==> config.mk <==
export PLATFORM = sky130hd
export DESIGN_NAME = stage_database_writer_flat
export DESIGN_NICKNAME = d
export VERILOG_FILES = /design/src/rtl/stage_database_writer_if.sv /design/src/rtl/stage_database_writer.sv /design/src/flat_wrapper.sv
export SDC_FILE = /design/constraint.sdc
export NUM_CORES = 1
export LEC_CHECK = 0
export BUFFER_PORTS_ARGS = -buffer_cell sky130_fd_sc_hd__buf_4
export CAP_MARGIN = 20
export CELL_PAD_IN_SITES_DETAIL_PLACEMENT = 1
export CELL_PAD_IN_SITES_GLOBAL_PLACEMENT = 2
export CORE_MARGIN = 3
export CORE_UTILIZATION = 25
export DETAILED_ROUTE_END_ITERATION = 7
export PLACE_DENSITY_LB_ADDON = 0.2
export SYNTH_ARGS = -nofsm -noshare
export SYNTH_HDL_FRONTEND = slang
export SYNTH_SLANG_ARGS = --single-unit
==> constraint.sdc <==
create_clock -name clk_fpga -period 1.6 [get_ports clk_fpga]
set_input_delay 0.24 -clock clk_fpga [delete_from_list [all_inputs] [get_ports clk_fpga]]
set_output_delay 0.24 -clock clk_fpga [all_outputs]
set_load 0.1 [all_outputs]
==> src/rtl/stage_database_writer_if.sv <==
// stage_database_writer_if: host-side word stream and RAM write port bundle of the stage database writer
//   master: host/testbench side, drives i_start/i_valid/i_data and observes every o_* signal
//   slave : writer side, consumes i_start/i_valid/i_data and drives every o_* signal
interface stage_database_writer_if #(
  parameter int ADDR_WIDTH    = 10,
  parameter int DATA_WIDTH_12 = 12
);
  logic                     i_start;
  logic                     i_valid;
  logic [DATA_WIDTH_12-1:0] i_data;
  logic                     o_ready;
  logic                     o_wren;
  logic [ADDR_WIDTH-1:0]    o_wr_address;
  logic [DATA_WIDTH_12-1:0] o_wr_data;
  logic [ADDR_WIDTH-1:0]    o_tree_index;
  logic [ADDR_WIDTH-1:0]    o_classifier_index;
  logic                     o_end_count_classifier_index;
  logic                     o_end_count_database_index;
  logic                     o_busy;
  logic                     o_done;
  logic [15:0]              o_checksum;
  modport master (
    output i_start, i_valid, i_data,
    input  o_ready, o_wren, o_wr_address, o_wr_data, o_tree_index, o_classifier_index,
           o_end_count_classifier_index, o_end_count_database_index, o_busy, o_done, o_checksum
  );
  modport slave (
    input  i_start, i_valid, i_data,
    output o_ready, o_wren, o_wr_address, o_wr_data, o_tree_index, o_classifier_index,
           o_end_count_classifier_index, o_end_count_database_index, o_busy, o_done, o_checksum
  );
endinterface

==> src/rtl/stage_database_writer.sv <==
// stage_database_writer: loads one Haar cascade stage (tree parameters then stage thresholds) into the stage database RAM
//   clk_fpga, reset_fpga        : single clock, synchronous active-high reset
//   bus.i_start/i_valid/i_data  : load request and 12-bit word stream, accepted when i_valid && o_ready
//   bus.o_wren/o_wr_address/o_wr_data : RAM write port, one write the cycle after each accepted word
//   bus.o_tree_index/o_classifier_index/o_end_count_* : position of the word being written
//   bus.o_busy/o_done/o_checksum : load status and running word checksum
//   Optional: define STAGE_DATABASE_WRITER_CHECKSUM_EN to build the checksum adder; otherwise o_checksum is 0
module stage_database_writer #(
  parameter int ADDR_WIDTH               = 10,
  parameter int DATA_WIDTH_12            = 12,
  parameter int NUM_CLASSIFIERS_STAGE    = 10,
  parameter int NUM_PARAM_PER_CLASSIFIER = 19,
  parameter int NUM_STAGE_THRESHOLD      = 3
) (
  input logic                    clk_fpga,
  input logic                    reset_fpga,
  stage_database_writer_if.slave bus
);
  localparam int TOTAL = NUM_CLASSIFIERS_STAGE * NUM_PARAM_PER_CLASSIFIER + NUM_STAGE_THRESHOLD;
  localparam logic [ADDR_WIDTH-1:0] LAST_PARAM  = ADDR_WIDTH'(NUM_PARAM_PER_CLASSIFIER - 1);
  localparam logic [ADDR_WIDTH-1:0] LAST_TREE   = ADDR_WIDTH'(NUM_CLASSIFIERS_STAGE - 1);
  localparam logic [ADDR_WIDTH-1:0] LAST_THRESH = ADDR_WIDTH'(NUM_STAGE_THRESHOLD - 1);
  localparam logic [ADDR_WIDTH-1:0] LAST_ADDR   = ADDR_WIDTH'(TOTAL - 1);
  typedef enum logic [1:0] {S_IDLE, S_LOAD_TREE, S_LOAD_THRESH, S_DONE} state_t;
  state_t                   r_state;
  logic                     r_ready;
  logic                     r_wren;
  logic                     r_busy;
  logic                     r_done;
  logic                     r_end_cls;
  logic                     r_end_db;
  logic [ADDR_WIDTH-1:0]    r_cnt;
  logic [ADDR_WIDTH-1:0]    r_tree;
  logic [ADDR_WIDTH-1:0]    r_cls;
  logic [ADDR_WIDTH-1:0]    r_wr_address;
  logic [ADDR_WIDTH-1:0]    r_tree_index;
  logic [ADDR_WIDTH-1:0]    r_classifier_index;
  logic [DATA_WIDTH_12-1:0] r_wr_data;
  logic                     w_accept;
  logic                     w_start;
  assign w_accept = bus.i_valid && r_ready;
  assign w_start  = bus.i_start && (r_state == S_IDLE || r_state == S_DONE);
  // r_cls doubles as the threshold index; r_tree reaches NUM_CLASSIFIERS_STAGE while thresholds load
  always_ff @(posedge clk_fpga) begin
    if (reset_fpga) begin
      r_state            <= S_IDLE;
      r_ready            <= 1'b0;
      r_wren             <= 1'b0;
      r_busy             <= 1'b0;
      r_done             <= 1'b0;
      r_end_cls          <= 1'b0;
      r_end_db           <= 1'b0;
      r_cnt              <= '0;
      r_tree             <= '0;
      r_cls              <= '0;
      r_wr_address       <= '0;
      r_tree_index       <= '0;
      r_classifier_index <= '0;
      r_wr_data          <= '0;
    end else begin
      r_wren    <= w_accept;
      r_end_cls <= w_accept && r_state == S_LOAD_TREE && r_cls == LAST_PARAM;
      r_end_db  <= w_accept && r_cnt == LAST_ADDR;
      if (w_accept) begin
        r_wr_address       <= r_cnt;
        r_wr_data          <= bus.i_data;
        r_tree_index       <= r_tree;
        r_classifier_index <= r_cls;
        r_cnt              <= r_cnt + 1'b1;
      end
      if (w_start) begin
        r_state <= S_LOAD_TREE;
        r_ready <= 1'b1;
        r_busy  <= 1'b1;
        r_done  <= 1'b0;
        r_cnt   <= '0;
        r_tree  <= '0;
        r_cls   <= '0;
      end else if (w_accept && r_state == S_LOAD_TREE) begin
        if (r_cls == LAST_PARAM) begin
          r_cls  <= '0;
          r_tree <= r_tree + 1'b1;
          if (r_tree == LAST_TREE) r_state <= S_LOAD_THRESH;
        end else begin
          r_cls <= r_cls + 1'b1;
        end
      end else if (w_accept && r_state == S_LOAD_THRESH) begin
        if (r_cls == LAST_THRESH) begin
          r_state <= S_DONE;
          r_ready <= 1'b0;
          r_busy  <= 1'b0;
          r_done  <= 1'b1;
        end else begin
          r_cls <= r_cls + 1'b1;
        end
      end
    end
  end
  assign bus.o_ready                      = r_ready;
  assign bus.o_wren                       = r_wren;
  assign bus.o_wr_address                 = r_wr_address;
  assign bus.o_wr_data                    = r_wr_data;
  assign bus.o_tree_index                 = r_tree_index;
  assign bus.o_classifier_index           = r_classifier_index;
  assign bus.o_end_count_classifier_index = r_end_cls;
  assign bus.o_end_count_database_index   = r_end_db;
  assign bus.o_busy                       = r_busy;
  assign bus.o_done                       = r_done;
`ifdef STAGE_DATABASE_WRITER_CHECKSUM_EN
  logic [15:0] r_checksum;
  always_ff @(posedge clk_fpga) begin
    if (reset_fpga || w_start) r_checksum <= '0;
    else if (w_accept) r_checksum <= r_checksum + 16'(bus.i_data);
  end
  assign bus.o_checksum = r_checksum;
`else
  assign bus.o_checksum = '0;
`endif
endmodule

==> src/flat_wrapper.sv <==
// flat-port wrapper written by rule: the top's interface ports become plain ports
module stage_database_writer_flat 
#(
  parameter int ADDR_WIDTH               = 10,
  parameter int DATA_WIDTH_12            = 12,
  parameter int NUM_CLASSIFIERS_STAGE    = 10,
  parameter int NUM_PARAM_PER_CLASSIFIER = 19,
  parameter int NUM_STAGE_THRESHOLD      = 3
)
  (clk_fpga, reset_fpga, bus_i_start, bus_i_valid, bus_i_data, bus_o_ready, bus_o_wren, bus_o_wr_address, bus_o_wr_data, bus_o_tree_index, bus_o_classifier_index, bus_o_end_count_classifier_index, bus_o_end_count_database_index, bus_o_busy, bus_o_done, bus_o_checksum);
  stage_database_writer_if #(.ADDR_WIDTH(ADDR_WIDTH), .DATA_WIDTH_12(DATA_WIDTH_12)) bus_i ();
  input logic clk_fpga;
  input logic reset_fpga;
  input wire logic [$bits(bus_i.i_start)-1:0] bus_i_start;
  input wire logic [$bits(bus_i.i_valid)-1:0] bus_i_valid;
  input wire logic [$bits(bus_i.i_data)-1:0] bus_i_data;
  output wire logic [$bits(bus_i.o_ready)-1:0] bus_o_ready;
  output wire logic [$bits(bus_i.o_wren)-1:0] bus_o_wren;
  output wire logic [$bits(bus_i.o_wr_address)-1:0] bus_o_wr_address;
  output wire logic [$bits(bus_i.o_wr_data)-1:0] bus_o_wr_data;
  output wire logic [$bits(bus_i.o_tree_index)-1:0] bus_o_tree_index;
  output wire logic [$bits(bus_i.o_classifier_index)-1:0] bus_o_classifier_index;
  output wire logic [$bits(bus_i.o_end_count_classifier_index)-1:0] bus_o_end_count_classifier_index;
  output wire logic [$bits(bus_i.o_end_count_database_index)-1:0] bus_o_end_count_database_index;
  output wire logic [$bits(bus_i.o_busy)-1:0] bus_o_busy;
  output wire logic [$bits(bus_i.o_done)-1:0] bus_o_done;
  output wire logic [$bits(bus_i.o_checksum)-1:0] bus_o_checksum;
  assign bus_i.i_start = bus_i_start;
  assign bus_i.i_valid = bus_i_valid;
  assign bus_i.i_data = bus_i_data;
  assign bus_o_ready = bus_i.o_ready;
  assign bus_o_wren = bus_i.o_wren;
  assign bus_o_wr_address = bus_i.o_wr_address;
  assign bus_o_wr_data = bus_i.o_wr_data;
  assign bus_o_tree_index = bus_i.o_tree_index;
  assign bus_o_classifier_index = bus_i.o_classifier_index;
  assign bus_o_end_count_classifier_index = bus_i.o_end_count_classifier_index;
  assign bus_o_end_count_database_index = bus_i.o_end_count_database_index;
  assign bus_o_busy = bus_i.o_busy;
  assign bus_o_done = bus_i.o_done;
  assign bus_o_checksum = bus_i.o_checksum;
  stage_database_writer #(.ADDR_WIDTH(ADDR_WIDTH), .DATA_WIDTH_12(DATA_WIDTH_12), .NUM_CLASSIFIERS_STAGE(NUM_CLASSIFIERS_STAGE), .NUM_PARAM_PER_CLASSIFIER(NUM_PARAM_PER_CLASSIFIER), .NUM_STAGE_THRESHOLD(NUM_STAGE_THRESHOLD)) u_core (.clk_fpga(clk_fpga), .reset_fpga(reset_fpga), .bus(bus_i));
endmodule
Word-level counts from Yosys, hierarchy flattened

Cells that the tools add are included.

Bits in writable memories: 0
Register bits after elaboration: 79
Input port bits: 16
Latch bits: 0
Memory bits (read-only): 0
Memories: 0

Muxes and demuxes: 14
Magnitude comparators: 0
Reductions and logical operators: 21
Eq/ne operators: 13
Shift-type cells: 0
Bitwise gates (word level): 1
Add/subtract/negate cells: 3
Multipliers: 0
Divide/modulo/power cells: 0

Operators with widths:

| operator              | count |
|---|---|
| $mux 10               | 4 |
| $add 10x1->10 const B | 3 |
| $eq 10x2->1 const B   | 1 |
| $eq 10x4->1 const B   | 1 |
| $eq 10x5->1 const B   | 1 |
| $eq 10x8->1 const B   | 1 |
| $mux 2                | 5 |
| $reduce_and 4->1      | 2 |
| $reduce_bool 2->1     | 4 |
| $logic_and 1x1->1     | 6 |
| $ne 3x2->1 const B    | 2 |
| $reduce_and 3->1      | 2 |
| $reduce_bool 3->1     | 2 |
| $mux 1                | 5 |
| $eq 2x2->1 const B    | 2 |
| $ne 2x1->1 const B    | 2 |
| $ne 2x2->1 const B    | 2 |
| $reduce_and 2->1      | 2 |
| $eq 2x1->1 const B    | 1 |
| $logic_not 2->1       | 1 |
| $reduce_or 2->1       | 1 |
| $logic_or 1x1->1      | 1 |
| $not 1->1             | 1 |

Logic depth before layout (Yosys ltp)

Gate-level depths: netlist of run 1.

Depth after elaboration: 5
Depth in mapped cells: 7

Worst setup path before layout of run 1

OpenSTA, ideal clock, no wires.

Path kind: register -> register
Start: reg u_core.r_ready (netlist: u_core.bus.o_ready)
End: reg u_core.r_tree[7]
Buffers on the path: 0
Clock period less this slack: 2,266 ps
Data arrival time: 2,196 ps
Path slack: -666 ps
Stages on the path, launching flop included: 5
Setup time: 70 ps
Cell sequence: dfxtp_1 and4_2 nand4_1 or3_2 a21oi_1

Longest elaborated chain between the ends: 3

Ends and longest elaborated chain:

| element                           | RTL line                    | RTL |
|---|---|---|
| from (decl)                       | stage_database_writer.sv:26 | `logic r_ready;` |
| from (signal assigned)            | stage_database_writer.sv:47 | `r_ready <= 1'b0;` |
| from (signal assigned)            | stage_database_writer.sv:73 | `r_ready <= 1'b1;` |
| from (signal assigned)            | stage_database_writer.sv:90 | `r_ready <= 1'b0;` |
| $logic_and 1x1->1                 | stage_database_writer.sv:41 | `assign w_accept = bus.i_valid && r_ready;` |
| $logic_and 1x1->1                 | stage_database_writer.sv:79 | `end else if (w_accept && r_state == S_LOAD_TREE) begin` |
| $reduce_and 2->1 (no source line) | n/a                         |  |
| to (signal assigned)              | stage_database_writer.sv:82 | `r_tree <= r_tree + 1'b1;` |
| to (decl)                         | stage_database_writer.sv:33 | `logic [ADDR_WIDTH-1:0] r_tree;` |

Every way passes these cells.
A chain may end at the register's enable or synchronous reset.

Worst setup path in the final report of run 1

Start: reg u_core.r_cls[0]
End: reg u_core.r_tree[8]

Longest elaborated chain between the ends: 2

Ends and longest elaborated chain:

| element                           | RTL line                    | RTL |
|---|---|---|
| from (decl)                       | stage_database_writer.sv:34 | `logic [ADDR_WIDTH-1:0] r_cls;` |
| from (signal assigned)            | stage_database_writer.sv:85 | `r_cls <= r_cls + 1'b1;` |
| from (signal assigned)            | stage_database_writer.sv:94 | `r_cls <= r_cls + 1'b1;` |
| $eq 10x5->1                       | stage_database_writer.sv:80 | `if (r_cls == LAST_PARAM) begin` |
| $reduce_and 2->1 (no source line) | n/a                         |  |

Every way passes these cells.

==> run summary, run 1 <==
P_leak -> 0.00183 µW
Worst Path Max Fanout -> 3
Setup ws final -> -0.138 ns
Commonest non-fill, non-tap cells in the layout -> buf_4, nand2_1, dfxtp_1, a21oi_1, nor2_1
Maximum buffer depth of the clock tree -> 2
Post-route DRC -> 0
Worst path arrival time -> 2.01 ns
Post-synth top area share -> 47.4%
Ant. Diodes -> 0
Pwr Total -> 4460 µW
Routed wire length on met2 -> 4550 µm
Unique masters post-synth -> 42
Nets -> 527
DP Area -> 0.00424 mm²
Most common cell after layout, fill and taps aside -> buf_4
Crit share post-route -> 109%
Initial antenna violation count -> 0
Reg clk slew, reported paths -> 0.06 ns
Die height -> 121 µm
RSZ-0062 raised after global routing -> true
Top sig layer -> met4
Post-synthesis instance total -> 399
Start-to-end type of the worst setup path -> flop to flop
Outcome -> finished with violations
Global Route Usage Sum -> 13.3%
Routed vias -> 2999
Synth Cell Area -> 0.00333 mm²
Failing checks -> negative setup slack
Initial Util -> 26.0%
Design area -> 0.00470 mm²
Ys async rst share -> 0%
Row Count -> 41
PortBufs -> 63
Pwr per Cell Area -> 949 mW/mm²
Peak VDD IR -> 0.469 mV
Clock Latency Late Sink -> 0.33 ns
Final Skew -> 0.00449 ns
Slew Viols, Final -> 0
Sequential area share after synthesis -> 47.4%
Total core area -> 0.0128 mm²
Slowest CP cell -> or4_4
Clk Tree Root Cell -> clkbuf_16
Slowest stage delay, CP -> 0.51 ns
Clock sink count -> 79
Die area -> 0.0148 mm²
Drt via density -> 4.42
Finished Layout Cells -> 678
Avg Inst Size Synth -> 8.35 µm²
Fillers -> 1527
CTS tree -> done
Wire length on met3 -> 372 µm
CP Capture Type -> flop
Cell count after placement -> 659
Starting DRT DRC Count -> 96
Tmin final -> 1.74 ns
First-pass GRT wire length -> 15700 µm
Layout cell share with drive strength beyond 1 -> 32.0%
Yosys reg bits -> 79
Hpwl dp -> 6970 µm
Routed wire per std cell -> 14.1 µm
Vias in the first global route -> 3058
Fin Setup TNS -> -0.923 ns
H-tree levels -> 3
CTS Buf Count -> 9
Total Wirelength -> 9570 µm
Crit path required time -> 1.87 ns
Max-cap viol count -> 0
Metal-1 WL -> 4520 µm
Synthesis warning total -> 0
Worst min-delay path class -> primary input to flop
Area overhead of the layout relative to synthesis -> 41.0%
Critical Path Source Type -> flop
Final Hold Fails -> 0
Largest net degree at the start of global routing -> 26
Post-CTS Hold Fix Bufs -> 0
Number of enable flip-flop cells after synthesis -> 0
Die width -> 121 µm
Final ANT Viol Nets -> 0
Synth area leaders -> dfxtp_1, nand2_1, a21oi_1
Crit-path cells -> inv_2, ha_4, nor4b_4, buf_4, nand4_1, or4_4, a21oi_2
Gpl congestion -> 0.740
DRT Pass-1 Iters -> 4
Final setup vio count -> 17
Overflow after GRT -> 0
Top_reg_cell synth -> dfxtp_1
Yosys top cell by area -> dfxtp_1
F_max -> 0.575 GHz
Final design utilization -> 36.6%
IO Pins -> 80
==> repair_timing <==
action,CTS,global route
setup endpoints to repair,15,23
gates resized for setup,14,20
pin swaps,7,9
buffers inserted,3,2
hold endpoints to repair,0,0
==> through the flow <==
step	hold WS (ns)	setup WS [ns]
floorplan	0.376	-0.0912
global placement	0.444	-0.0961
detailed placement	0.450	-0.156
CTS	0.143	-0.116
global route	0.163	-0.285
finish	0.158	-0.138
==> logic make-up (layout without fill, tap and decap cells) <==
group / Yosys count / in the layout / share of synthesized area [%]
AO/OA/AOI/OAI: 76 / 76 / 12.7
adder cells (fa/ha/maj): 8 / 8 / 3.00
AND/OR/NAND/NOR: 171 / 171 / 24.5
XOR/XNOR: 19 / 19 / 4.99
buffers and inverters: 45 / 137 / 7.28
other: 1 / 16 / 0.113
flip-flops: 79 / 79 / 47.4
==> worst paths after layout <==
| path | startpoint | to | slack (ns) | cells after the start |
|---|---|---|---|---|
| max | u_core.r_cls[0]$_SDFFE_PP0P_ | u_core.r_tree[8]$_SDFFE_PP0P_ | -0.14 | 7 |
| max reg2reg | u_core.r_cls[0]$_SDFFE_PP0P_ | u_core.r_tree[8]$_SDFFE_PP0P_ | -0.14 | 7 |
| min | bus_i_data[3] | u_core.bus.o_wr_data[3]$_SDFFE_PP0P_ | 0.16 | 3 |
| min reg2reg | u_core.bus.o_tree_index[3]$_SDFFE_PP0P_ | u_core.bus.o_tree_index[3]$_SDFFE_PP0P_ | 0.46 | 2 |
==> area by class of cell <==
class	count	area [µm²]	share of cell area, %
Multi-Input combinational cell	290	1710	36.4
Sequential cell	79	1590	33.9
Timing Repair Buffer	114	883	18.8
Clock buffer	13	260	5.54
Tap cell	172	215	4.58
Inverter	9	33.8	0.719
Clock inverter	1	5.00	0.106
==> per-layer routing <==
metal | vias up | global-route usage, %
met5 | - | 0
met4 | 0 | 4.20
met3 | 9 | 2.80
met2 | 52 | 21.6
met1 | 1420 | 17.7
li1 | 1518 | -
==> cells in the mapped netlist (2+ instances only) <==
master / instances
a31oi_1: 2
xnor2_1: 5
nand4_1: 12
or3_1: 2
nand2_1: 95
buf_2: 2
or3_2: 2
inv_1: 9
nor4b_1: 2
and3_1: 2
nand3_1: 10
nor3_1: 2
and2_1: 4
buf_1: 3
dfxtp_1: 79
buf_4: 17
xor2_1: 14
clkbuf_1: 13
and4_1: 2
o21a_1: 2
or4_1: 4
or2_2: 2
o31ai_1: 4
nor2_1: 25
o21ai_0: 5
a21oi_1: 57
ha_1: 8
==> critical path: cells and delay by family, from the launching register on <==
family | cells | cell delay (ns)
adder cells (fa/ha/maj) | 1 | 0.12
AND/OR/NAND/NOR | 3 | 0.88
AO/OA/AOI/OAI | 1 | 0.12
flip-flops | 1 | 0.32
buffers and inverters | 2 | 0.24
==> state kept, by name (all words and copies together) (netlist names) <==
signal and count:
u_core.bus.o_wr_data 12, u_core.bus.o_classifier_index 10, u_core.bus.o_tree_index 10, u_core.bus.o_wr_address 10
u_core.r_cls 10, u_core.r_cnt 10, u_core.r_tree 10, u_core.r_state 2
u_core.bus.o_done 1, u_core.bus.o_end_count_classifier_index 1, u_core.bus.o_end_count_database_index 1, u_core.bus.o_ready 1
u_core.bus.o_wren 1
==> report_power, final <==
group	switching, µW	leakage [µW]	internal (µW)
registers	17.4	0.000640	1990
logic	443	0.00105	121
clock network	771	0.000132	1120
(Power assumes the default switching activity.)
==> run 2, diff against run 1 <==
Settings changed: ABC_AREA set to 1.
==> run summary, run 2 <==
Outcome -> finished, final reports clean
Post-cts sizing count -> 0
Pwr Total -> 5320 µW
Unique masters post-synth -> 36
Slowest CP cell -> dfxtp_1
Hold Crit Start -> reset_fpga
Worst path most repeated cell -> nand2_2
Sequential area share after synthesis -> 45.3%
Clk Tree Root Cell -> clkbuf_16
Final ANT Viol Nets -> 0
Routed vias -> 3199
Hpwl dp -> 7290 µm
Gpl congestion -> 0.766
Synthesis warning total -> 0
Ant. Diodes -> 0
IO Pins -> 80
Synth Cell Area -> 0.00349 mm²
Worst min-delay path class -> primary input to flop
Post-CTS Hold Fix Bufs -> 0
Avg Inst Size Synth -> 7.50 µm²
RSZ-0062 raised after global routing -> true
Slowest stage delay, CP -> 0.33 ns
Top_reg_cell synth -> dfxtp_1
Initial Util -> 26.0%
Final setup vio count -> 0
Final Skew -> 0.00900 ns
Die area -> 0.0154 mm²
Tmin final -> 1.44 ns
F_max -> 0.693 GHz
Starting DRT DRC Count -> 111
Final Hold Fails -> 0
H-tree levels -> 3
P_leak -> 0.00184 µW
Maximum buffer depth of the clock tree -> 2
DRT Pass-1 Iters -> 4
Crit path required time -> 1.88 ns
List of most frequent post-synthesis cells -> dfxtp_1, nand2_1, nor2_1
Yosys reg bits -> 79
Clock sink count -> 79
Design area -> 0.00449 mm²
Overflow after GRT -> 0
First-pass GRT wire length -> 16400 µm
DP Area -> 0.00416 mm²
Worst Path Max Fanout -> 7
Setup bufs post-CTS -> 0
Vias in the first global route -> 3291
Total core area -> 0.0135 mm²
Initial antenna violation count -> 0
Global Route Usage Sum -> 12.9%
Nets -> 561
Area overhead of the layout relative to synthesis -> 28.6%
Commonest non-fill, non-tap cells in the layout -> buf_4, dfxtp_1, nand2_1, nor2_1, o21ai_0
Max FFs per register -> 12
Reg-to-Reg Start -> u_core.r_cls[0]$_SDFFE_PP0P_
Post-synth top area share -> 45.3%
PortBufs -> 63
CTS Buf Count -> 9
Slew Viols, Final -> 0
Die height -> 124 µm
Crit share post-route -> 90.2%
Number of enable flip-flop cells after synthesis -> 0
Synth area leaders -> dfxtp_1, nand2_1, o21ai_0
Die width -> 124 µm
Post-route DRC -> 0
Worst path arrival time -> 1.72 ns
Layout cell share with drive strength beyond 1 -> 21.6%
Critical Path Source Type -> flop
Crit path from -> u_core.r_cls[0]$_SDFFE_PP0P_
Yosys top cell by area -> dfxtp_1
Clock Latency Late Sink -> 0.34 ns
Post-synthesis instance total -> 466
Routed wire per std cell -> 13.7 µm
Pwr per Cell Area -> 1180 mW/mm²
Max-cap viol count -> 0
Largest net degree at the start of global routing -> 41
Fin Setup TNS -> 0 ns
CP Capture Type -> flop
Row Count -> 42
Total Wirelength -> 9830 µm
Drt via density -> 4.46
Reg clk slew, reported paths -> 0.06 ns
Start-to-end type of the worst setup path -> flop to flop
Count leader, synth -> dfxtp_1
Most common cell after layout, fill and taps aside -> buf_4
CTS tree -> done
Crit-path cells -> inv_1, ha_1, nand2_2, nor2_8, nand2_4, nand2_2, buf_4, nor2_1, nand2_1, a21oi_1
Ys async rst share -> 0%
Peak VDD IR -> 0.482 mV
[run 2: changes by cell type in the layout (fill, tap and decap cells not counted), moves of 6 or more]
cell / delta
buf_4: -29
inv_1: +33
nand2_1: -20
nand2_2: +6
nor2_1: +37
nor3_1: +8
o21ai_0: +46
xor2_1: -12
[run 2: logic make-up (layout without fill, tap and decap cells)]
group,Yosys count,after routing,synth area share (%)
AOI/OAI and AO/OA,110,110,16.2
DFF,79,79,45.3
adders and majority gates,8,8,2.86
buffers and inverters,79,139,11.0
xor gates and xnor gates,2,2,0.501
and+or+nand+nor,187,187,24.1
other,1,16,0.107
[run 2: worst max-delay path: cells and delay by family (launching register included)]
| kind | cells | cell delay (ns) |
|---|---|---|
| simple gates | 6 | 0.50 |
| flops | 1 | 0.33 |
| compound gates | 1 | 0.13 |
| fa+ha+maj | 1 | 0.20 |
| buf+inv | 2 | 0.23 |
[run 2: routing by layer]
layer  GRT usage, %  up-vias  part of all wire (%)
li1               -     1635                     -
met1           15.5     1500                    46
met2           22.1       51                    49
met3           2.84       13                   3.1
met4           5.87        0                   1.9
met5              0        -                     0
[run 2: cell type report]
class | count | area, µm²
fillers | 1667 | 8960
multi-input cells | 323 | 1610
flip-flops and latches | 79 | 1590
repair buffers | 80 | 601
clock buffers | 11 | 243
well taps | 176 | 220
inverters | 44 | 166
clock inverters | 4 | 70.1
[run 2: final timing paths]
path         depth (start not counted)                                       endpoint  slack, ns
min reg2reg                          2  u_core.bus.o_classifier_index[4]$_SDFFE_PP0P_       0.46
min                                  2                u_core.bus.o_ready$_SDFFE_PP0P_       0.13
max                                 10                   u_core.r_cls[7]$_SDFFE_PP0P_       0.16
max reg2reg                         10                   u_core.r_cls[7]$_SDFFE_PP0P_       0.16
[run 2: power breakdown]
| part | switching, µW | internal [µW] | leakage [µW] |
|---|---|---|---|
| sequential | 42.3 | 2040 | 0.000643 |
| combinational | 857 | 185 | 0.00104 |
| clock | 802 | 1400 | 0.000155 |
| total | 1700 | 3620 | 0.00184 |
[run 2: per-stage QoR]
stage	hold WS [ns]	setup WS, ns	instances	util (%)
2_1_floorplan	0.407	0.181	481	-
6_report	0.128	0.158	717	33.4
3_5_place_dp	0.462	0.0541	702	30.9
4_1_cts	0.115	0.0295	717	33.2
3_3_place_gp	0.454	0.127	702	30.9
5_1_grt	0.132	-0.00997	717	33.4
